File: config.mk
export PLATFORM = sky130hd
export DESIGN_NAME = ss_reg_sequencer
export DESIGN_NICKNAME = d
export VERILOG_FILES = /design/src/rtl/ss_reg_sequencer.sv
export SDC_FILE = /design/constraint.sdc
export NUM_CORES = 1
export LEC_CHECK = 0
export CORE_ASPECT_RATIO = 0.7
export CORE_MARGIN = 4
export CORE_UTILIZATION = 41
export DETAILED_ROUTE_END_ITERATION = 12
export MAX_ROUTING_LAYER = met4
export PLACE_DENSITY = 0.79
export SYNTH_ARGS = -nofsm -noshare
export SYNTH_HDL_FRONTEND = slang
export SYNTH_SLANG_ARGS = --single-unit
File: constraint.sdc
create_clock -name clk -period 2.35 [get_ports clk]
set_input_delay 0.3525 -clock clk [delete_from_list [all_inputs] [get_ports clk]]
set_output_delay 0.3525 -clock clk [all_outputs]
set_load 0.02 [all_outputs]
File: src/rtl/ss_reg_sequencer.sv
// Savestate register-bus master: walks every SaveStateBus index to save it to memory,
// restore it from memory, or pulses the bus-wide defaults strobe.
module ss_reg_sequencer #(
    parameter int          NUM_REGS = 64,
    parameter logic [25:0] MEM_BASE = 26'h0
) (
    input  logic        clk,
    input  logic        reset_n,
    input  logic        save_start,
    input  logic        load_start,
    input  logic        dflt_start,
    output logic        busy,
    output logic        done,
    output logic [9:0]  SaveStateBus_Adr,
    output logic [63:0] SaveStateBus_Din,
    output logic        SaveStateBus_wren,
    output logic        SaveStateBus_rst,
    input  logic [63:0] SaveStateBus_Dout,
    output logic [25:0] mem_addr,
    output logic [63:0] mem_wdata,
    output logic        mem_wr,
    output logic        mem_rd,
    input  logic        mem_ack,
    input  logic [63:0] mem_rdata
);

    localparam logic [9:0] LAST = 10'(NUM_REGS - 1);

    typedef enum logic [2:0] {
        IDLE, S_ADR, S_CAP, S_WR, L_RD, L_WR, D_RST, FIN
    } state_t;

    state_t      state, state_nx;
    logic [9:0]  idx, idx_nx;
    logic [9:0]  adr_q;
    logic [63:0] din_q;
    logic [63:0] wdata_q;

    always_ff @(posedge clk or negedge reset_n) begin
        if (!reset_n) begin
            state   <= IDLE;
            idx     <= '0;
            adr_q   <= '0;
            din_q   <= '0;
            wdata_q <= '0;
        end else begin
            state <= state_nx;
            idx   <= idx_nx;
            // Adr is set on entry so it is already stable in the S_ADR / L_WR cycle
            if (state_nx == S_ADR || state_nx == L_WR)
                adr_q <= idx_nx;
            if (state == S_CAP)
                wdata_q <= SaveStateBus_Dout;
            if (state == L_RD && mem_ack)
                din_q <= mem_rdata;
        end
    end

    always_comb begin
        state_nx = state;
        idx_nx   = idx;
        case (state)
            IDLE: begin
                if (save_start) begin
                    state_nx = S_ADR;
                    idx_nx   = '0;
                end else if (load_start) begin
                    state_nx = L_RD;
                    idx_nx   = '0;
                end else if (dflt_start) begin
                    state_nx = D_RST;
                    idx_nx   = '0;
                end
            end
            S_ADR: state_nx = S_CAP;
            S_CAP: state_nx = S_WR;
            S_WR: begin
                if (mem_ack) begin
                    if (idx == LAST) begin
                        state_nx = FIN;
                    end else begin
                        state_nx = S_ADR;
                        idx_nx   = idx + 10'd1;
                    end
                end
            end
            L_RD: if (mem_ack) state_nx = L_WR;
            L_WR: begin
                if (idx == LAST) begin
                    state_nx = FIN;
                end else begin
                    state_nx = L_RD;
                    idx_nx   = idx + 10'd1;
                end
            end
            D_RST:   state_nx = FIN;
            FIN:     state_nx = IDLE;
            default: state_nx = IDLE;
        endcase
    end

    assign busy              = (state != IDLE);
    assign done              = (state == FIN);
    assign mem_wr            = (state == S_WR);
    assign mem_rd            = (state == L_RD);
    assign SaveStateBus_wren = (state == L_WR);
    assign SaveStateBus_rst  = (state == D_RST);
    assign SaveStateBus_Adr  = adr_q;
    assign SaveStateBus_Din  = din_q;
    assign mem_wdata         = wdata_q;
    // Address is only meaningful while a request is up; 26-bit wrap is intended
    assign mem_addr          = (mem_wr || mem_rd) ? (MEM_BASE + {16'b0, idx}) : 26'h0;

endmodule

* Yosys cells after proc, flatten, opt, wreduce, memory -nomap -nowiden
Cells that the tools add are included.
Storage, ports and cells: bits in registers 151, word-level logic and storage cells 36, output and inout bits 170
Operators by class: add/subtract/negate cells 1, reduce and logical (&&, ||, !) cells 5, eq/ne operators 10, muxes and demuxes 15
Operators by type and width (count):
- 2-to-1 mux 10 bit | 6
- one-hot mux 10 bit (3 select lines) | 1
- one-hot mux 3 bit (8 select lines) | 1
- 2-to-1 mux 3 bit | 6
- == test 3 bit (second input constant) | 5
- adder 10 x 1 -> 10 bit (second input constant) | 1
- == test 10 x 6 -> 1 bit (second input constant) | 1
- == test 3 x 1 -> 1 bit (second input constant) | 2
- == test 3 x 2 -> 1 bit (second input constant) | 2
- logical NOT 3 bit | 1
- nonzero test 3 bit | 1
- logical OR 1 bit | 2
- 2-to-1 mux 2 bit | 1
- logical AND 1 bit | 1

* Longest topological paths before layout
depth after elaboration 6, gate-level depth with buffers 7, depth with buffers taken out 6

* Worst setup path after synthesis
Ideal clock, no wire load.
path type register to register, start reg state[1], end reg din_q[0] (netlist: SaveStateBus_Din[0]), path buffers 3, slack 0.196 ns, required time 2.225 ns, arrival 2.029 ns, stages on the path, launching flop included 7, clock period less this slack 2.154 ns, library setup time 0.125 ns, cell sequence dfrtp_1 > buf_2 > nor3_1 > and2_1 > buf_2 > buf_2 > mux2_2
On the way: word-level cells in the longest chain between the ends 2
RTL lines:
- from (decl) | RTL line 33 | state_t state, state_nx;
- from (signal assigned) | RTL line 47 | state <= state_nx;
- == test 3 bit
- named net mem_rd | RTL line 22 | output logic mem_rd,
- logical AND 1 bit | RTL line 54 | if (state == L_RD && mem_ack)
- to (signal assigned) | RTL line 55 | din_q <= mem_rdata;
- to (decl) | RTL line 36 | logic [63:0] din_q;
The timed path passes the listed nets, and every way through them passes these cells. A chain may end at the register's enable or synchronous reset.

* Worst setup path in the final report
start reg state[0], end out done
On the way: word-level cells in the longest chain between the ends 1
RTL lines:
- == test 3 bit | RTL line 103 | assign done = (state == FIN);
- to (decl) | RTL line 13 | output logic done,
No other way between the ends.

==> flow_summary_export.csv <==
group,metric,value,unit
run_status,outcome,"complete, no violations",
clock_tree,cts_made_buffers,17,
cells_and_area,finalNetCount,862,
pwr,power_leakage,4.30,nW
place,dp.final_hpwl,13200,µm
clock_tree,clk_pin_slew,0.06,ns
logic_synthesis,ys_seq_area_share,61.1,%
logic_synthesis,ys_types,45,
timing,rsz0062_at_grt,"false",
clock_tree,root_buffer,"clkbuf_16",
die,start_util,42.0,%
global_routing,antenna_found_initial,0,
timing,clock_skew,0.0122,ns
timing,setup_tns,0,ns
die,num_rows,37,
worst_setup_path,crit_type,"reg -> out",
worst_setup_path,cp_data_arrival_time,1.90,ns
worst_setup_path,cp-end-kind,"primary output",
logic_synthesis,ys_seq_elements,151,
place,numPortBuffers,287,
job,maxCapViolations,0,
timing,setup_viol,0,
routing,drtIter0Drc,249,
logic_synthesis,synth_cells,422,
clock_tree,clock_latency,0.41,ns
timing,period_needed,2.25,ns
global_routing,overflow,0,
global_routing,grt_usage,20.4,%
worst_setup_path,required,2.00,ns
die,core_area,14700,µm²
die,dieHeight,111,µm
routing,vias,4531,
timing,min_period_over_period,95.8,%
timing,hold_slack,0.434,ns
logic_synthesis,synthFlopType,"dfrtp_1",
routing,totalWireLength,17100,µm
die,die-area,17100,µm²
cells_and_area,post-route-util,67.3,%
die,fp.dieW,155,µm
routing,firstDrtPassIters,4,
cells_and_area,antennaDiodeCount,0,
cells_and_area,drive_above_1_share,28.2,%
cells_and_area,area_growth,60.3,%
pwr,power,13.8,mW
pwr,pwr_density_cell,1400,nW/µm²
worst_setup_path,cp-start-kind,"flip-flop",
place,gp_congestion,0.933,
die,io_pins,304,
pwr,vdd_drop_max,0.667,mV
logic_synthesis,ys_async_sr_fraction,100,%
global_routing,grt_pass1_vias,4949,
logic_synthesis,synth_edf_count,0,
timing,finalHoldViolCount,0,
worst_setup_path,cp_max_fo,9,
routing,wl_per_cell,18.3,µm
place,placed_cells,900,
global_routing,grt_pass1_wl,26800,µm
logic_synthesis,syn-cell-area,6180,µm²
min_path,worstHoldPathType,"in -> async",
timing,slew_viol_final,0,
clock_tree,cts_buffer_depth,2,
timing,max_freq,444,MHz
logic_synthesis,synth_warnings,0,
cells_and_area,fin_cells,935,
clock_tree,htreeDepth,4,
logic_synthesis,syn_avg_cell_area,14.7,µm²
clock_tree,cts_tree,"built",
global_routing,grt_max_degree,65,
routing,routed_via_density,4.85,
clock_tree,clock-sinks,151,
routing,drc,0,
routing,antenna_left,0,
[worst paths after layout]
check                      slack (ns)  cells after the start                                to                             from
max reg2reg                      0.16                      7   SaveStateBus_Adr[6]$_DFFE_PN0P_                 idx[1]$_DFF_PN0_
min                              0.43                      2  SaveStateBus_Din[34]$_DFFE_PN0P_                          reset_n
min in group clk                 0.50                      1   SaveStateBus_Din[7]$_DFFE_PN0P_  SaveStateBus_Din[7]$_DFFE_PN0P_
min reg2reg                      0.50                      1   SaveStateBus_Din[7]$_DFFE_PN0P_  SaveStateBus_Din[7]$_DFFE_PN0P_
max                               0.1                      3                              done               state[0]$_DFF_PN0_
max in group asynchronous        1.26                      3         mem_wdata[58]$_DFFE_PN0P_                          reset_n
[sequential cells by signal, indices dropped and copies added (netlist names)]
| name | cells |
|---|---|
| SaveStateBus_Din | 64 |
| mem_wdata | 64 |
| SaveStateBus_Adr | 10 |
| idx | 10 |
| state | 3 |
[metrics by stage]
| step | setup slack, ns | instance area [µm²] |
|---|---|---|
| finish | 0.0991 | 9910 |
| global route | 0.0178 | 9910 |
| CTS | 0.0127 | 9910 |
| detailed placement | 0.0518 | 9320 |
| global placement | 0.159 | 9320 |
| floorplan | 0.196 | 6240 |
[layer usage]
| metal | track usage [%] | wire (µm) | vias up |
|---|---|---|---|
| met5 | - | 0 | - |
| met4 | 6.82 | 390 | 0 |
| met3 | 7.41 | 1630 | 28 |
| met2 | 33.5 | 8420 | 213 |
| met1 | 23.3 | 6690 | 2206 |
| li1 | - | - | 2084 |
[cells in the final DEF (no fill, tap or decap), types with 6 or more instances in the layout]
master           count
clkbuf_16           17
nor2_1               6
dfrtp_1            149
buf_4               17
nand2_1              8
and2_1              10
dlygate4sd2_1       11
clkdlybuf4s50_1    273
and3_1               6
conb_1              16
nand3_1              8
mux2_2             139
[cells by family after synthesis]
group / synth area share (%)
flip-flops: 61.1
multiplexers: 25.5
AND/OR/NAND/NOR: 6.09
buffers and inverters: 3.78
AO/OA/AOI/OAI: 3.30
adder cells (fa/ha/maj): 0.202
other: 0.0606
[synth_stat cells (2+ instances only)]
library cell    n  area share, %
nor4_1          2           0.20
nand2_1         8           0.49
nor3b_1         2           0.24
clkbuf_1        4           0.24
nor2b_1         2           0.20
a21oi_1         3           0.24
and2_1         11            1.1
mux2_2        139             25
nor3_1          2           0.16
nand4_1         5           0.51
nor2_1          6           0.36
a21o_1          4           0.49
o21ai_0         3           0.24
inv_1           3           0.18
dfrtp_1       151             61
and3b_1         2           0.28
nand3_1         8           0.65
buf_2          15            1.2
buf_4          17            2.1
a31oi_1         5           0.51
and3_1          6           0.61
[cell type report]
cell class	count	area [µm²]
Clock buffer	18	429
Clock inverter	14	140
Fill cell	1026	4810
Sequential cell	151	3780
Multi-Input combinational cell	246	2250
Tap cell	195	244
Timing Repair Buffer	308	3060
Inverter	3	11.3
[what timing repair did]
item	CTS	global route
setup endpoints to repair	13	11
hold buffers	1	0
pin swaps	0	0
hold endpoints to repair	41	0
resized for setup	17	3
setup buffers	2	0
[report_power, final]
part | total [mW] | leakage (nW) | switching (mW) | internal [mW]
registers | 4.50 | 1.88 | 0.696 | 3.81
clock network | 2.61 | 0.268 | 1.12 | 1.49
logic | 6.73 | 2.16 | 3.17 | 3.56
[critical path, stage by stage, from the launching register on]
cell             delay [ns]
dfrtp_1                0.49
buf_4                  0.22
and3_1                 0.16
clkdlybuf4s50_1        0.62
(Power assumes the default switching activity.)
